$ cat src/rtl/csa_pkg.sv
// Shared types and default widths for the carry-save accumulator.
package csa_pkg;

    typedef enum logic [1:0] {
        ACCUM   = 2'd0,
        RESOLVE = 2'd1,
        DONE    = 2'd2
    } state_t;

    localparam int WIDTH_DEF     = 8;
    localparam int ACC_WIDTH_DEF = 12;

endpackage

$ cat src/rtl/csa_row.sv
// One row of 3:2 compressors: bitwise sum and majority of three words.
module csa_row #(
    parameter int W = 12
) (
    input  logic [W-1:0] s,
    input  logic [W-1:0] c,
    input  logic [W-1:0] x,
    output logic [W-1:0] sum,
    output logic [W-1:0] maj
);

    assign sum = s ^ c ^ x;
    assign maj = (s & c) | (s & x) | (c & x);

endmodule

$ cat src/rtl/csa_accum_unit.sv
// Multi-operand accumulator in carry-save form with iterative resolve.
// Optional macro CSA_ACCUM_SATURATE_EN: saturate out_sum to all ones on overflow.
module csa_accum_unit
    import csa_pkg::*;
#(
    parameter int WIDTH     = WIDTH_DEF,
    parameter int ACC_WIDTH = ACC_WIDTH_DEF
) (
    input  logic                 clk,
    input  logic                 rst,
    input  logic                 in_valid,
    output logic                 in_ready,
    input  logic [WIDTH-1:0]     in_data,
    input  logic                 in_last,
    output logic                 out_valid,
    input  logic                 out_ready,
    output logic [ACC_WIDTH-1:0] out_sum,
    output logic                 out_ovf,
    output logic                 busy
);

    state_t               state_q, state_d;
    logic [ACC_WIDTH-1:0] s_q, s_d, c_q, c_d;
    logic                 ovf_q, ovf_d;
    logic [ACC_WIDTH-1:0] row_x, row_sum, row_maj;
    logic                 accept;

    // In RESOLVE the third row input is zero, so maj collapses to S&C.
    assign row_x  = (state_q == ACCUM) ? {{(ACC_WIDTH-WIDTH){1'b0}}, in_data} : '0;
    assign accept = in_valid && in_ready;

    csa_row #(.W(ACC_WIDTH)) u_row (
        .s   (s_q),
        .c   (c_q),
        .x   (row_x),
        .sum (row_sum),
        .maj (row_maj)
    );

    always_ff @(posedge clk) begin
        if (rst) begin
            state_q <= ACCUM;
            s_q     <= '0;
            c_q     <= '0;
            ovf_q   <= 1'b0;
        end else begin
            state_q <= state_d;
            s_q     <= s_d;
            c_q     <= c_d;
            ovf_q   <= ovf_d;
        end
    end

    always_comb begin
        state_d = state_q;
        s_d     = s_q;
        c_d     = c_q;
        ovf_d   = ovf_q;
        case (state_q)
            ACCUM: begin
                if (accept) begin
                    s_d   = row_sum;
                    c_d   = row_maj << 1;
                    ovf_d = ovf_q | row_maj[ACC_WIDTH-1];
                    if (in_last) state_d = RESOLVE;
                end
            end
            RESOLVE: begin
                if (c_q == '0) begin
                    state_d = DONE;
                end else begin
                    s_d   = row_sum;
                    c_d   = row_maj << 1;
                    ovf_d = ovf_q | row_maj[ACC_WIDTH-1];
                end
            end
            DONE: begin
                if (out_ready) begin
                    state_d = ACCUM;
                    s_d     = '0;
                    c_d     = '0;
                    ovf_d   = 1'b0;
                end
            end
            default: state_d = ACCUM;
        endcase
    end

    assign in_ready  = (state_q == ACCUM) && !rst;
    assign out_valid = (state_q == DONE);
    assign out_ovf   = (state_q == DONE) && ovf_q;
    assign busy      = (state_q != ACCUM);

    always_comb begin
        out_sum = '0;
        if (state_q == DONE) begin
`ifdef CSA_ACCUM_SATURATE_EN
            out_sum = ovf_q ? '1 : s_q;
`else
            out_sum = s_q;
`endif
        end
    end

endmodule

$ cat config.mk
export PLATFORM = sky130hd
export DESIGN_NAME = csa_accum_unit
export DESIGN_NICKNAME = d
export VERILOG_FILES = /design/src/rtl/csa_pkg.sv /design/src/rtl/csa_row.sv /design/src/rtl/csa_accum_unit.sv
export SDC_FILE = /design/constraint.sdc
export NUM_CORES = 1
export LEC_CHECK = 0
export ABC_AREA = 1
export CAP_MARGIN = 20
export CORE_MARGIN = 2
export CORE_UTILIZATION = 52
export DETAILED_ROUTE_END_ITERATION = 16
export PLACE_DENSITY = 0.79
export SLEW_MARGIN = 25
export SYNTH_ARGS = -nofsm -noshare
export SYNTH_HDL_FRONTEND = slang
export SYNTH_SLANG_ARGS = --single-unit
$ cat constraint.sdc
create_clock -name clk -period 1.8 [get_ports clk]
set_input_delay 0.27 -clock clk [delete_from_list [all_inputs] [get_ports clk]]
set_output_delay 0.27 -clock clk [all_outputs]
set_load 0.01 [all_outputs]
======== Word level (Yosys, flattened, before mapping) ========
Index checks and enable logic that the tools add are counted.
operators by class
  reductions and logical operators ........ 10
  mux-type cells .......................... 18
  equality and inequality tests ........... 7
  bitwise operators ....................... 8
operators by type and width
  cell                                                                     count
  12-bit two-way mux                                                       6
  12-bit case mux with 3 select lines                                      2
  12-bit by 8-bit bitwise AND with 12-bit output                           2
  12-bit OR                                                                2
  12-bit bitwise AND                                                       1
  12-bit zero test                                                         1
  12-bit XOR                                                               1
  12-bit by 8-bit XOR with 12-bit output                                   1
  2-bit two-way mux                                                        4
  8-bit two-way mux                                                        1
  2-bit inequality test, second input constant                             4
  4-bit AND reduction                                                      2
  2-bit case mux with 3 select lines                                       1
  1-bit logical AND                                                        3
  1-bit two-way mux                                                        3
  1-bit case mux with 3 select lines                                       1
  3-bit nonzero test                                                       1
  2-bit by 1-bit == test with 1-bit output, second input constant          1
  2-bit == test, second input constant                                     1
  2-bit zero test                                                          1
  2-bit by 1-bit inequality test with 1-bit output, second input constant  1
  2-bit nonzero test                                                       1
  1-bit zero test                                                          1
  1-bit OR                                                                 1
word-level totals
  bits of input ports ..................... 13
  bits in registers ....................... 27
  output and inout bits ................... 16

======== Logic depth before layout (Yosys ltp) ========
Gate-level depths: netlist of run 1.
  word-level depth ........................ 8
  gate-level depth with buffers ........... 10
  depth with buffers taken out ............ 10

======== Hierarchy ========
From an unflattened synthesis of run 1, not the netlist that was laid out.
unflattened totals
  cell total of the unflattened synthesis .. 249
  area total of the unflattened synthesis .. 1717.9 um^2
modules (own cells, without submodules)
  module          instances  area an instance (um^2)  seq. area each (um^2)  cells an instance
  csa_accum_unit  1          1477.7                   520.5                  237
  csa_row         1          240.2                    0.0                    12

======== Worst setup path after synthesis of run 1 ========
OpenSTA, ideal clock, no wires.
  path kind ............................... reg2reg
  from .................................... reg state_q[0]
  to ...................................... reg s_q[1]
  period minus slack after synthesis ...... 1628 ps
  data arrival time ....................... 1564 ps
  slack ................................... 172 ps
  buffers on the path ..................... 0
  setup time .............................. 64 ps
  data required time ...................... 1736 ps
  cell stages (with the launch flop) ...... 8
  cells stage by stage .................... dfxtp_1 -> nor2_2 -> nand2_1 -> fa_1 -> or2_2 -> nand3_1 -> nand2_1 -> nor2_1
on the way
  longest elaborated chain between the ends .. 5
  elaborated cells on any way between the ends .. 15
  classes of those cells .................. 5 x eq/ne; 4 x mux; 1 x bitwise; 5 x reduce/logical
RTL lines
  what                                                                         RTL line                                                          source
  start: declaration                                                           csa_accum_unit.sv:22                                              state_t state_q, state_d;
  start signal: assignment                                                     csa_accum_unit.sv:47                                              state_q <= state_d;
  2-bit zero test                                                              csa_accum_unit.sv:29, csa_accum_unit.sv:59, csa_accum_unit.sv:89
  8-bit two-way mux or 1-bit logical AND (tied branches)                       csa_accum_unit.sv:29, csa_accum_unit.sv:89
  12-bit by 8-bit XOR with 12-bit output or 1-bit logical AND (tied branches)  csa_row.sv:12, csa_accum_unit.sv:30
  12-bit two-way mux (tied with other cells)                                   csa_accum_unit.sv:69                                              if (c_q == '0) begin
  12-bit case mux with 3 select lines or 4-bit AND reduction (tied branches)   n/a
  end signal: assignment                                                       csa_accum_unit.sv:43                                              s_q <= '0;
  end signal: assignment                                                       csa_accum_unit.sv:48                                              s_q <= s_d;
  end: declaration                                                             csa_accum_unit.sv:23                                              logic [ACC_WIDTH-1:0] s_q, s_d, c_q, c_d;
Parallel ways exist; a longest one is shown, timed or not. The select of a mux whose other input is x is not followed.
A chain may end at the register's enable or synchronous reset.

======== Worst setup path in the final report of run 1 ========
  from .................................... reg state_q[0]
  to ...................................... reg s_q[5]
The elaborated chain is that of the path after synthesis.

==> flow_metrics.py, run 1 <==
metrics = {
    "status": {
        "status": "completed",
    },
    "timing": {
        "period_needed_ns": 1.70,
        "rsz0062_at_grt": "true",
        "tightest_slew_ns": 0.263,
        "setup_violations": 0,
        "relSlewSlack_pct": 82.4,
        "fin_setup_tns_ns": 0,
        "setup_slack_ns": 0.0953,
        "hold_violations": 0,
        "fmax_mhz": 587,
        "finalClockSkew_ns": 0.00412,
        "post-route-period-util_pct": 94.7,
        "slew_violations": 0,
    },
    "setup_path": {
        "worstPathRequired_ns": 2.08,
        "cp_max_fo": 4,
        "path_class": "reg -> reg",
        "r2r_setup_slack_ns": 0.1,
        "cp.arrival_ns": 1.98,
        "worstSetupStartpointType": "flip-flop",
        "reg2reg_depth": 8,
        "end_kind": "flip-flop",
    },
    "power_and_ir_drop": {
        "powerDensity_nw_per_um2": 1450,
        "power_mw": 2.84,
        "ir_worst_vdd_uv": 722,
        "power.leakage_nw": 0.933,
    },
    "floorplanning": {
        "die_h_microns": 59.9,
        "pin_count": 29,
        "initial_utilization_pct": 54.2,
        "rows": 20,
        "dieArea_sq_um": 3590,
        "die_width_microns": 59.9,
        "core_area_sq_um": 3000,
    },
    "clock_tree": {
        "cts_hold_buf": 0,
        "cts_max_level": 1,
        "cts_made_buffers": 3,
        "clockRootBuffer": "clkbuf_4",
        "clk_latency_ns": 0.32,
        "cts_max_path_buffers": 2,
        "cts.sinks": 26,
        "path_clk_slew_ns": 0.14,
        "cts_tree": "built",
    },
    "placed_design": {
        "dpl_worst_slack_ns": -0.00865,
        "dp.cells": 304,
        "gp_congestion": 0.795,
        "dp.final_hpwl_microns": 2540,
        "placement.cell_area_sq_um": 1970,
        "portBuffers": 28,
    },
    "global_routing": {
        "grt_use_total_pct": 21.2,
        "grt_pass1_wl_microns": 5780,
        "met2_usage_pct": 34.3,
        "grt_overflow": 0,
        "grt_use_met3_pct": 1.95,
        "antenna_found_initial": 0,
        "grt_max_degree": 26,
        "met1_usage_pct": 29.8,
        "grt_busiest_layer": "met2",
        "first_global_vias": 1345,
    },
    "finish": {
        "syn_to_final_growth_pct": 20.8,
        "finalNonFillerCells": 309,
        "layout_common_cells": "nand2_1 (53), nor2_1 (50), inv_1 (28), dfxtp_1 (24)",
        "fillers": 287,
        "drive_gt1_share_pct": 16.3,
        "final_common_cell": "nand2_1",
        "antenna_cells": 0,
        "final_nets": 302,
        "design_area_sq_um": 1960,
    },
    "drt": {
        "dr.pass1.iters": 4,
        "vias": 1543,
        "initialDrtViolationCount": 83,
        "ant_nets": 0,
        "via_per_inst": 4.99,
        "drc": 0,
        "drt_wl_total_microns": 3470,
        "wl_per_cell_microns": 11.2,
    },
    "synthesis": {
        "syn-instance-count": 246,
        "syn-num-nets": 271,
        "syn_area_per_cell_sq_um": 6.61,
        "yosysSeqAreaShare_pct": 32.0,
        "synth-seq-cells": 26,
        "synthesis.area_sq_um": 1630,
        "synthDistinctLibCells": 16,
        "yosysWarnings": 0,
    },
    "min_path": {
        "holdCritPathClass": "reg -> reg",
        "min_path_cells": 2,
    },
    "job": {
        "maxCapViolCount": 0,
    },
}
==> report_power, final <==
part	switching, mW	internal, mW
clock network	0.177	0.124
registers	0.136	0.790
logic	0.892	0.727
==> per-stage QoR <==
stage	util, %	hold slack (ns)
2_1_floorplan	-	0.339
4_1_cts	66.6	0.471
3_5_place_dp	65.8	0.451
3_3_place_gp	65.8	0.446
6_report	65.4	0.470
5_1_grt	65.4	0.489
==> cells by family after synthesis <==
logic type / count (synthesis) / synth area share [%]
buf+inv: 42 / 11.2
simple gates: 141 / 36.6
compound gates: 25 / 7.69
fa+ha+maj: 12 / 12.5
flops: 26 / 32.0
==> state kept, by name (all words and copies together) (netlist names) <==
name	flops
state_q	2
c_q	11
s_q	12
ovf_q	1
==> final timing paths <==
| check | from | end |
|---|---|---|
| worst max-delay path | state_q[0] | s_q[5] |
| worst min-delay path | ovf_q | ovf_q |
| worst max register to register | state_q[0] | s_q[5] |
| worst min register to register | ovf_q | ovf_q |
==> cell usage after synthesis <==
library cell  number  area [sq um]
nand2_1           53           199
nor2_1            50           188
inv_1             28           105
dfxtp_1           26           521
a21oi_1           23           115
nand3_1           23           115
or2_2             12          75.1
buf_2              8          40.0
fa_1               7           140
ha_1               5          62.6
clkbuf_1           3          11.3
buf_6              2          22.5
nor2_2             2          12.5
o21ai_0            2          10.0
inv_2              1          3.75
nand2_2            1          6.26
==> metal layers <==
layer	vias up	part of all wire (%)
li1	811	-
met4	0	1.4
met1	703	49
met3	5	3.2
met2	24	47
met5	-	0
==> critical path, stage by stage, from the launching register on <==
cell and delay, ns:
dfxtp_4 0.39, nor2_2 0.13, buf_4 0.15, nand2_1 0.06, fa_1 0.43, or2_2 0.30, nand3_1 0.08, nand2_1 0.05
nor2_1 0.08
==> what timing repair did <==
| action | 4_1_cts | 5_1_grt |
|---|---|---|
| resized for setup | 20 | 26 |
| buffers inserted | 0 | 1 |
| setup endpoints to repair | 16 | 17 |
==> area by class of cell <==
type,instances,area [sq um],area share [%]
Multi-Input combinational cell,178,923,47.0
Sequential cell,26,526,26.8
Timing Repair Buffer,39,329,16.8
Inverter,29,109,5.54
Tap cell,33,41.3,2.10
Clock buffer,4,36.3,1.85
Power figures use the tool's default switching activity.
==> inputs of run 2 (changes only) <==
- CTS_CLUSTER_SIZE: not set -> 40
==> results of run 2 <==
No change in the layout: final DEF, timing and power equal those of run 1.
